[config.mk]
export PLATFORM = sky130hd
export DESIGN_NAME = dbg_byte_bridge
export DESIGN_NICKNAME = d
export VERILOG_FILES = /design/src/rtl/dbg_byte_bridge.sv
export SDC_FILE = /design/constraint.sdc
export NUM_CORES = 1
export LEC_CHECK = 0
export ABC_CLOCK_PERIOD_IN_PS = 2400
export CAP_MARGIN = 20
export CORE_MARGIN = 2
export CORE_UTILIZATION = 50
export DETAILED_ROUTE_END_ITERATION = 10
export GPL_TIMING_DRIVEN = 1
export PLACE_DENSITY_LB_ADDON = 0.15
export SKIP_LAST_GASP = 1
export SYNTH_ARGS = -nofsm -noshare
export SYNTH_HDL_FRONTEND = slang
export SYNTH_SLANG_ARGS = --single-unit
[constraint.sdc]
create_clock -name clk_i -period 2.4 [get_ports clk_i]
set_input_delay 0.48 -clock clk_i [delete_from_list [all_inputs] [get_ports clk_i]]
set_output_delay 0.48 -clock clk_i [all_outputs]
set_load 0.005 [all_outputs]
[src/rtl/dbg_byte_bridge.sv]
// Byte-stream to debug-port bridge: parses 9-byte command frames, runs one debug access,
// and returns a 5-byte status/data response. Gap and debug-side hangs are bounded by timeouts.
module dbg_byte_bridge #(
  parameter int unsigned TIMEOUT = 1024,
  parameter int unsigned RX_GAP  = 4096
) (
  input  logic        clk_i,
  input  logic        rst_i,
  input  logic        rx_valid_i,
  input  logic [7:0]  rx_data_i,
  output logic        tx_valid_o,
  output logic [7:0]  tx_data_o,
  input  logic        tx_ready_i,
  output logic [7:0]  dbg_cmd_o,
  output logic [31:0] dbg_addr_o,
  output logic [31:0] dbg_data_o,
  input  logic [31:0] dbg_data_i,
  input  logic        dbg_ready_i,
  output logic        busy_o,
  output logic        frame_err_o
);

  localparam int unsigned TW = $clog2(TIMEOUT + 1);
  localparam int unsigned GW = $clog2(RX_GAP + 1);

  typedef enum logic [2:0] {
    StIdle, StRxAddr, StRxData, StExec, StRespStat, StRespData
  } state_e;

  state_e        state_q, state_d;
  logic [7:0]    cmd_q, cmd_d;
  logic [31:0]   addr_q, addr_d;
  logic [31:0]   data_q, data_d;
  logic [31:0]   rdata_q, rdata_d;
  logic [7:0]    status_q, status_d;
  logic [1:0]    idx_q, idx_d;
  logic [TW-1:0] tcnt_q, tcnt_d;
  logic [GW-1:0] gcnt_q, gcnt_d;
  logic          err_q, err_d;
  logic          gap_hit, tmo_hit;

  // Expiry is judged on the value the counter would take this edge, so it never exceeds its limit.
  assign gap_hit = (32'(gcnt_q) + 32'd1) >= RX_GAP;
  assign tmo_hit = (32'(tcnt_q) + 32'd1) >= TIMEOUT;

  always_comb begin
    state_d  = state_q;
    cmd_d    = cmd_q;
    addr_d   = addr_q;
    data_d   = data_q;
    rdata_d  = rdata_q;
    status_d = status_q;
    idx_d    = idx_q;
    tcnt_d   = tcnt_q;
    gcnt_d   = gcnt_q;
    err_d    = 1'b0;
    unique case (state_q)
      StIdle: begin
        if (rx_valid_i && rx_data_i != 8'h00) begin
          cmd_d   = rx_data_i;
          idx_d   = 2'd0;
          gcnt_d  = '0;
          state_d = StRxAddr;
        end
      end
      StRxAddr, StRxData: begin
        if (rx_valid_i) begin
          gcnt_d = '0;
          idx_d  = idx_q + 2'd1;
          if (state_q == StRxAddr) begin
            addr_d = {rx_data_i, addr_q[31:8]};
            if (idx_q == 2'd3) state_d = StRxData;
          end else begin
            data_d = {rx_data_i, data_q[31:8]};
            if (idx_q == 2'd3) begin
              state_d = StExec;
              tcnt_d  = '0;
            end
          end
        end else if (gap_hit) begin
          err_d   = 1'b1;
          gcnt_d  = '0;
          state_d = StIdle;
        end else begin
          gcnt_d = gcnt_q + GW'(1);
        end
      end
      StExec: begin
        err_d = rx_valid_i;
        if (dbg_ready_i) begin
          rdata_d  = dbg_data_i;
          status_d = 8'h00;
          tcnt_d   = '0;
          state_d  = StRespStat;
        end else if (tmo_hit) begin
          rdata_d  = 32'h0;
          status_d = 8'hEE;
          tcnt_d   = '0;
          state_d  = StRespStat;
        end else begin
          tcnt_d = tcnt_q + TW'(1);
        end
      end
      StRespStat: begin
        err_d = rx_valid_i;
        if (tx_ready_i) begin
          idx_d   = 2'd0;
          state_d = StRespData;
        end
      end
      StRespData: begin
        err_d = rx_valid_i;
        if (tx_ready_i) begin
          idx_d = idx_q + 2'd1;
          if (idx_q == 2'd3) state_d = StIdle;
        end
      end
      default: state_d = StIdle;
    endcase
  end

  always_ff @(posedge clk_i) begin
    if (rst_i) begin
      state_q  <= StIdle;
      cmd_q    <= 8'h00;
      addr_q   <= 32'h0;
      data_q   <= 32'h0;
      rdata_q  <= 32'h0;
      status_q <= 8'h00;
      idx_q    <= 2'd0;
      tcnt_q   <= '0;
      gcnt_q   <= '0;
      err_q    <= 1'b0;
    end else begin
      state_q  <= state_d;
      cmd_q    <= cmd_d;
      addr_q   <= addr_d;
      data_q   <= data_d;
      rdata_q  <= rdata_d;
      status_q <= status_d;
      idx_q    <= idx_d;
      tcnt_q   <= tcnt_d;
      gcnt_q   <= gcnt_d;
      err_q    <= err_d;
    end
  end

  always_comb begin
    tx_valid_o = 1'b0;
    tx_data_o  = 8'h00;
    if (state_q == StRespStat) begin
      tx_valid_o = 1'b1;
      tx_data_o  = status_q;
    end else if (state_q == StRespData) begin
      tx_valid_o = 1'b1;
      tx_data_o  = rdata_q[{idx_q, 3'b000} +: 8];
    end
  end

  assign dbg_cmd_o   = (state_q == StExec) ? cmd_q : 8'h00;
  assign dbg_addr_o  = addr_q;
  assign dbg_data_o  = data_q;
  assign busy_o      = (state_q != StIdle);
  assign frame_err_o = err_q;

endmodule

==> results of run 1 <==
-- area by class of cell --
class / instances / share of cell area
Multi-Input combinational cell: 472 / 0.3500
Sequential cell: 135 / 0.3495
Timing Repair Buffer: 161 / 0.2031
Clock buffer: 24 / 0.06191
Tap cell: 140 / 0.02257
Clock inverter: 7 / 0.009028
Inverter: 8 / 0.003869
-- worst max-delay path: stages, from the launching register on --
cell and delay (ps):
dfxtp_2 360, bufbuf_16 260, mux4_2 490, nand2_1 80, a21oi_1 60, buf_2 140
-- where the power goes --
part           internal [mW]  total (mW)  leakage [nW]  switching [mW]
Combinational          0.492        1.07          1.40           0.574
Sequential              2.33        2.41          1.09          0.0769
Clock                   1.48        2.40         0.271           0.928
-- flip-flops by register name, indices dropped and copies added, names as in the netlist, 2 cells and up --
register,cells
rdata_q,32
idx_q,2
dbg_addr_o,32
cmd_q,8
tcnt_q,11
state_q,3
gcnt_q,13
dbg_data_o,32
-- cell families (layout without fill, tap and decap cells) --
group           Yosys count  in the layout
fa+ha+maj                 3              3
simple gates            284            285
buf+inv                  52            200
mux                      23             23
xor+xnor                 13             13
compound gates          148            148
flops                   135            135
-- routing by layer --
metal / track usage / vias up / wire length (um)
li1: - / 2553 / -
met1: 0.3081 / 2447 / 6199
met3: 0.07647 / 15 / 808
met4: 0.06420 / 0 / 123
met5: 0 / - / 0
met2: 0.3979 / 151 / 7144
-- cells in the final DEF, fill, tap and decap left out, types with 7 or more instances in the layout --
| master | n |
|---|---|
| clkbuf_16 | 16 |
| a21oi_1 | 82 |
| clkdlybuf4s50_1 | 116 |
| mux4_2 | 8 |
| nand2_1 | 152 |
| xor2_1 | 9 |
| dfxtp_1 | 131 |
| inv_1 | 7 |
| nand3_1 | 7 |
| nor2_1 | 63 |
| mux2i_1 | 14 |
| a22oi_1 | 32 |
| and2_1 | 10 |
| buf_4 | 29 |
| nand4_1 | 7 |
-- how the worst max path moves through the flow --
stage | from | to | slack (ps) | depth (start not counted)
detailed placement | rx_data_i[0] | gcnt_q[8] | -90 | 7
CTS | idx_q[0] | tx_data_o[2] | -4 | 5
global route | idx_q[0] | tx_data_o[3] | -50 | 5
floorplan | rx_data_i[0] | gcnt_q[1] | 460 | 6
finish | idx_q[0] | tx_data_o[2] | 10 | 5
global placement | rx_data_i[0] | gcnt_q[1] | -70 | 7
-- metrics by stage --
stage	power, mW	util	instance area [sq um]	TNS [ps]
2_1_floorplan	3.032	-	5595	0
3_3_place_gp	3.432	0.6576	7159	-178.5
3_5_place_dp	3.451	0.6576	7159	-466.7
4_1_cts	5.888	0.7132	7765	-5.393
5_1_grt	6.117	0.7128	7761	-98.48
6_report	5.879	0.7128	7761	0
-- what timing repair did --
item / 4_1_cts / 5_1_grt
pin swaps: 2 / 1
resized for setup: 28 / 13
buffers inserted: 1 / 1
cloned: 2 / 0
endpoints found under the setup margin: 18 / 18
==> impl_metrics.toml, run 1 <==
[run_status]
status = "completed"

[sta]
setup_viol = 0
slew_headroom = 0.4885
max_freq_mhz = 418.9
final.min_clock_period_ps = 2387
rsz0062_at_grt = "yes"
finClkSkew_ps = 5.704
slew_viol_final = 0
whs_ps = 293.1
hold_viol = 0
layout_setup_ws_ps = 12.97
min_period_over_period = 0.9946
worst_pin_slew_ps = 762.7

[power]
leakage_nw = 2.761
ir_drop_mv = 0.5150
power_density_nw_per_um2 = 757.5

[logic_synthesis]
synthArstFlopShare = 0
synth_xor_area_frac = 0.02035
postSynthCellCount = 658
synth.largest_area_cell = "dfxtp_1"
synth_compound_area_frac = 0.1635
synth_common_cells = "154 x nand2_1, 135 x dfxtp_1, 82 x a21oi_1"
synth_top_family_by_area = "simple AND/OR/NAND/NOR gates"
synth_top_cell_area_share = 0.4830
syn_avg_cell_area_sq_um = 8.504
synth-edff-count = 0
syn-cell-area_sq_um = 5595
ys_warn_count = 0
synthMuxAreaShare = 0.06127
yosys.area_share.simple = 0.2276
synth.most_common_cell = "nand2_1"
yosysSeqAreaShare = 0.4830
synth_flop_cell = "dfxtp_1"
ys_top_cells_by_area = "dfxtp_1 48%, nand2_1 10%, a21oi_1 7.3%"
ys_ff_latch = 135
synth_fa_ha_area_frac = 0.006708
ys_types = 55
synth_fp_nets = 706

[layout]
final-instance-count-excl-fill = 947
seq_area_sq_um = 2713
nets = 843
area_growth_pct = 38.71
n_antenna_cell = 0
fillCellCount = 840
multi_input_area_sq_um = 2716
drive_gt1_frac = 0.1276

[drt]
drc = 0
firstDrtPassIters = 5
drt-total-wl_um = 14280
dr_total_vias = 5166
viasPerCell = 5.455
initialDrtViolationCount = 396
postRouteAntennaNets = 0
wl_per_cell_um = 15.07

[place]
io_buffers = 127
place_inst = 912
dp_hpwl_um = 9506
gp_congestion = 0.8881
dp_slack_ps = -88.84

[die]
dieArea_sq_um = 12050
die_y_um = 109.8
die_w_um = 109.8
fp-row-count = 38
pin_count = 128
start_util = 0.5139
coreArea_sq_um = 10890

[clock_tree]
clock_latency_ps = 530
cts_max_level = 4
cts-root-buf = "clkbuf_8"
cts-hold-fix-buffers = 0
path_clk_slew_ps = 60
cts_buffers = 17
clock-sinks = 135
cts_max_path_buffers = 2
cts_tree = "built"

[job]
maxCapViolCount = 0

[setup_path]
r2r_slack_ps = 240
worstPathMaxFanout = 5
start_kind = "flip-flop"
rr_worst_depth = 5
worst-setup-path-type = "flip-flop to output port"
cp.required_ps = 1920
cp-end-kind = "output port"
r2r_start = "tcnt_q[5]"
cp.arrival_ps = 1910
reg2reg_to = "tcnt_q[0]"

[global_route]
antenna_found_initial = 0
grt_usage = 0.2425
grt_pass1_vias = 4787
grt_pass1_wl_um = 22980
grt_max_degree = 92
overflow = 0

[worst_hold_path]
hold_depth = 2
hold_end = "rdata_q[2]"
min-delay-start = "rst_i"
hp-class = "input port to flip-flop"
No activity file was read; power rests on OpenSTA's default activity.
==> inputs of run 2 (changes only) <==
CTS_BUF_LIST = sky130_fd_sc_hd__clkbuf_16   (was not set)
==> run 2 against run 1 <==
  * Wire length fell by 0.65%
  * Worst setup slack improved by 51 ps
  * Maximum frequency rose by 2.2%
  * Clock power fell by 4%
  * Clock skew rose by 1.3 ps
  * Via count rose by 0.15%
  * Critical path type unchanged
  * Highest routed layer unchanged
==> impl_metrics.toml, run 2 (synthesized netlist as in run 1, its figures left out) <==
[run_status]
status = "completed"

[setup_path]
worst-setup-path-type = "flip-flop to output port"
cp-end-kind = "output port"
worstPathMaxFanout = 6
cp.required_ps = 1920
cp.arrival_ps = 1860
start_kind = "flip-flop"

[drt]
firstDrtPassIters = 6
postRouteAntennaNets = 0
drc = 0
initialDrtViolationCount = 342
viasPerCell = 5.469
drt-total-wl_um = 14180
dr_total_vias = 5174
wl_per_cell_um = 14.99

[place]
io_buffers = 127
gp_congestion = 0.8881
place_inst = 912
dp_hpwl_um = 9506

[power]
power_density_nw_per_um2 = 744.1
power_switching_mw = 1.559
leakage_nw = 2.728
ir_drop_mv = 0.5249
p_sw_frac = 0.2721
clockPowerShare = 0.400
internal_power_mw = 4.173
pwr-share-seq = 0.421
combinationalPowerShare = 0.179

[sta]
finClkSkew_ps = 6.967
hold_viol = 0
setup_viol = 0
max_freq_mhz = 428.1
rsz0062_at_grt = "yes"
slew_viol_final = 0
whs_ps = 405.2
slew_headroom = 0.5027
final.min_clock_period_ps = 2336
min_period_over_period = 0.9732
worst_pin_slew_ps = 741.5

[job]
maxCapViolCount = 0

[die]
pin_count = 128
die_y_um = 109.8
start_util = 0.5139
die_w_um = 109.8
dieArea_sq_um = 12050
coreArea_sq_um = 10890
fp-row-count = 38

[clock_tree]
path_clk_slew_ps = 60
cts_tree = "built"
cts_max_level = 4
cts-hold-fix-buffers = 0
clock-sinks = 135
clock_latency_ps = 420
cts_buffers = 17
cts_max_path_buffers = 2
cts-root-buf = "clkbuf_16"

[global_route]
grt_pass1_vias = 4745
grt_max_degree = 92
overflow = 0
antenna_found_initial = 0
grt_usage = 0.2388
grt_pass1_wl_um = 22560

[layout]
drive_gt1_frac = 0.1092
fillCellCount = 853
n_antenna_cell = 0
area_growth_pct = 37.68
layout_common_cells = "153 x nand2_1, 131 x dfxtp_1, 118 x clkdlybuf4s50_1, 81 x a21oi_1, 64 x nor2_1"
nets = 842
final-instance-count-excl-fill = 946
layout_commonest_cell = "nand2_1"

[worst_hold_path]
hp-class = "input port to flip-flop"
[run 2: cell count changes in the layout (fill, tap and decap cells not counted), moves of 2 or more]
cell,before,now
dlygate4sd2_1,0,6
clkbuf_2,6,1
clkbuf_8,5,0
clkinv_1,0,4
clkbuf_1,3,0
inv_1,7,10
and3_1,4,6
and3_4,2,0
clkdlybuf4s50_1,116,118
dfxtp_2,2,4
dfxtp_4,2,0
dlymetal6s2s_1,2,0
[run 2: final timing paths]
path                 start            end  slack [ps]  cells past startpoint
max               idx_q[0]   tx_data_o[0]          60                      4
min                  rst_i    rdata_q[12]         410                      2
max reg2reg      tcnt_q[5]      tcnt_q[2]         250                      5
min reg2reg  dbg_addr_o[3]  dbg_addr_o[3]         450                      2
[run 2: power by group through the flow]
| stage | registers (mW) | clock network (mW) | logic (mW) |
|---|---|---|---|
| after CTS | 2.40 | 2.33 | 1.05 |
| final | 2.41 | 2.30 | 1.02 |
| after global routing | 2.42 | 2.44 | 1.11 |
| after floorplan | 2.42 | 0 | 0.613 |
| after global placement | 2.44 | 0 | 0.989 |
| after detailed placement | 2.45 | 0 | 1.00 |
[run 2: metal layers]
layer  up-vias  wire, um  track usage
li1       2558         -            -
met4         0       176      0.07143
met2       131      7017       0.3896
met3        21       757      0.07291
met5         -         0            0
met1      2464      6231       0.3035
[run 2: critical path: stages, from the launching register on]
cell and delay, ps:
dfxtp_2 360, buf_12 130, mux4_2 500, and3_1 200
dlygate4sd2_1 260
[run 2: per-stage QoR]
| stage | setup slack (ps) | total power, mW | setup TNS (ps) | util | cell area [sq um] |
|---|---|---|---|---|---|
| 2_1_floorplan | 463.5 | 3.032 | 0 | - | 5595 |
| 3_3_place_gp | -73.23 | 3.432 | -178.5 | 0.6576 | 7159 |
| 3_5_place_dp | -88.84 | 3.451 | -466.7 | 0.6576 | 7159 |
| 4_1_cts | -61.68 | 5.782 | -112.2 | 0.7096 | 7726 |
| 5_1_grt | -6.081 | 5.980 | -6.081 | 0.7075 | 7704 |
| 6_report | 64.34 | 5.732 | 0 | 0.7075 | 7704 |
[run 2: repair_timing]
| item | CTS | global route |
|---|---|---|
| cloned | 1 | 1 |
| pin swaps | 1 | 2 |
| setup endpoints to repair | 16 | 10 |
| buffers inserted | 2 | 0 |
| resized for setup | 14 | 7 |
[run 2: area by class of cell]
class                      instances  area [sq um]  area share
clock buffer                      17         425.4     0.05522
clock inverter                    14         96.34     0.01251
inverter                           8         30.03    0.003898
multi-input combinational        472          2704      0.3510
sequential                       135          2708      0.3515
tap                              140         175.2     0.02274
timing repair buffer             160          1565      0.2032
==> inputs of run 3 (changes only) <==
GPL_TIMING_DRIVEN = 0   (was 1)
==> run 3 against run 2 <==
  * Worst setup slack better by 3.8 ps
  * Die area unchanged
  * Sequential power hardly changed
  * Maximum frequency grew 0.16%
  * Utilization rose by 0.092 points
  * Sequential cell count unchanged
  * Cell area grew 0.13%
  * Power up 2.0%
  * Non-clock buffer count up 17
  * Clock power increased by 5%
  * Via count increased by 2.6%
  * Register-to-register slack about the same
  * Critical endpoint is now dbg_cmd_o[7]
  * Largest cell class unchanged
  * Largest power group is now the clock network
  * Highest routed layer unchanged
==> impl_metrics.toml, run 3 (synthesized netlist as in run 1, its figures left out) <==
[run_status]
status = "completed"

[drt]
drt-total-wl_um = 15210
firstDrtPassIters = 7
postRouteAntennaNets = 0
drc = 0
dr_total_vias = 5310
wl_per_cell_um = 15.81
initialDrtViolationCount = 336
viasPerCell = 5.520

[layout]
seq_area_sq_um = 2705
layout_commonest_cell = "nand2_1"
layout_common_cells = "153 x nand2_1, 133 x dfxtp_1, 113 x clkdlybuf4s50_1, 82 x a21oi_1, 64 x nor2_1"
multi_input_area_sq_um = 2691
utilization = 0.7085
drive_gt1_frac = 0.08394
nets = 858
n_antenna_cell = 0
fillCellCount = 845
area_growth_pct = 37.86

[place]
io_buffers = 127
gp_congestion = 0.9099
dp_hpwl_um = 10740

[clock_tree]
cts_max_path_buffers = 2
path_clk_slew_ps = 50
cts_max_level = 4
cts_tree = "built"
cts_buffers = 17
cts-root-buf = "clkbuf_16"
clock_latency_ps = 410
clock-sinks = 135

[power]
leakage_nw = 2.832
power_density_nw_per_um2 = 757.9
p_sw_frac = 0.2731
combinationalPowerShare = 0.178
pwr-share-seq = 0.409
power_switching_mw = 1.597
internal_power_mw = 4.250
clockPowerShare = 0.413
ir_drop_mv = 0.5104

[sta]
worst_pin_slew_ps = 738.2
finClkSkew_ps = 6.154
slew_headroom = 0.5049
min_period_over_period = 0.9716
slew_viol_final = 0
fin_tns_setup_ps = 0
final.min_clock_period_ps = 2332
hold_viol = 0
setup_viol = 0
max_freq_mhz = 428.8

[die]
die_w_um = 109.8
coreArea_sq_um = 10890
start_util = 0.5139
fp-row-count = 38
pin_count = 128
die_y_um = 109.8
dieArea_sq_um = 12050

[setup_path]
r2r_slack_ps = 240
worst-setup-path-type = "flip-flop to output port"
reg2reg_to = "rdata_q[5]"
r2r_start = "tcnt_q[5]"
start_kind = "flip-flop"
worstPathMaxFanout = 10
cp.arrival_ps = 1850
cp.required_ps = 1920
cp-end-kind = "output port"
rr_worst_depth = 6

[global_route]
overflow = 0
grt_pass1_vias = 5128
grt_usage = 0.2584
antenna_found_initial = 0
grt_max_degree = 17
grt_pass1_wl_um = 24190

[worst_hold_path]
hold_end = "dbg_data_o[5]"
hp-class = "flip-flop to flip-flop"
hold_depth = 2
min-delay-start = "dbg_data_o[5]"

[job]
maxCapViolCount = 0
==> run 3: cell types whose count changed in the layout (fill, tap and decap cells not counted), sizes merged <==
cell and change:
dlygate4sd2 -5, clkdlybuf4s15 +2, dlymetal6s2s +10, clkinvlp +1
bufinv +1, clkdlybuf4s50 -5, clkbuf +32, and3b -1
buf -17, clkinv -2
==> run 3: final cells by class <==
class                      instances  share of cell area
timing repair buffer             133              0.1740
clock buffer                      17             0.05515
clock inverter                    14             0.01557
inverter                           8            0.003893
sequential                       135              0.3507
multi-input combinational        471              0.3489
buffer                            44             0.02903
tap                              140             0.02271
==> run 3: routing by layer <==
| layer | part of all wire | track usage | up-vias |
|---|---|---|---|
| met2 | 0.50 | 0.4343 | 183 |
| met3 | 0.054 | 0.05039 | 24 |
| met4 | 0.016 | 0.1049 | 0 |
| met5 | 0 | 0 | - |
| met1 | 0.42 | 0.3242 | 2521 |
| li1 | - | - | 2582 |
==> run 3: critical path: stages, from the launching register on <==
cell,delay (ps)
dfxtp_1,320
buf_6,130
and3b_2,210
buf_8,130
and2_1,140
clkdlybuf4s50_1,500
==> run 3: repair_timing <==
action                     in CTS  in global routing
hold buffers                    0                  0
buffers inserted                2                  3
pin swaps                       0                  1
setup endpoints to repair      17                 16
resized for setup              19                 24
gates cloned                    1                  0
==> run 3: metrics by stage <==
step	worst slack, ps	power (mW)	cells	hold WS [ps]	instance area [sq um]
finish	68.16	5.846	962	455.3	7714
global route	-1.371	6.075	962	476.8	7714
CTS	-122.9	5.824	959	456.5	7641
detailed placement	-271.0	3.382	925	448.0	7042
global placement	-230.4	3.350	925	442.1	7042
floorplan	463.5	3.032	658	433.9	5595
==> run 3: worst max path at each step <==
stage,startpoint,end,slack [ps],cells after the start
finish,state_q[1],dbg_cmd_o[7],70,5
global route,state_q[1],dbg_cmd_o[7],-1,5
CTS,idx_q[0],tx_data_o[6],-120,5
detailed placement,rx_data_i[5],gcnt_q[1],-270,7
global placement,rx_data_i[4],gcnt_q[1],-230,7
floorplan,rx_data_i[0],gcnt_q[1],460,6
==> run 3: power groups by stage <==
stage / registers, mW / logic, mW / clock network [mW]
floorplan: 2.42 / 0.613 / 0
global placement: 2.43 / 0.922 / 0
detailed placement: 2.43 / 0.951 / 0
CTS: 2.39 / 0.999 / 2.44
global route: 2.40 / 1.13 / 2.54
finish: 2.39 / 1.04 / 2.41
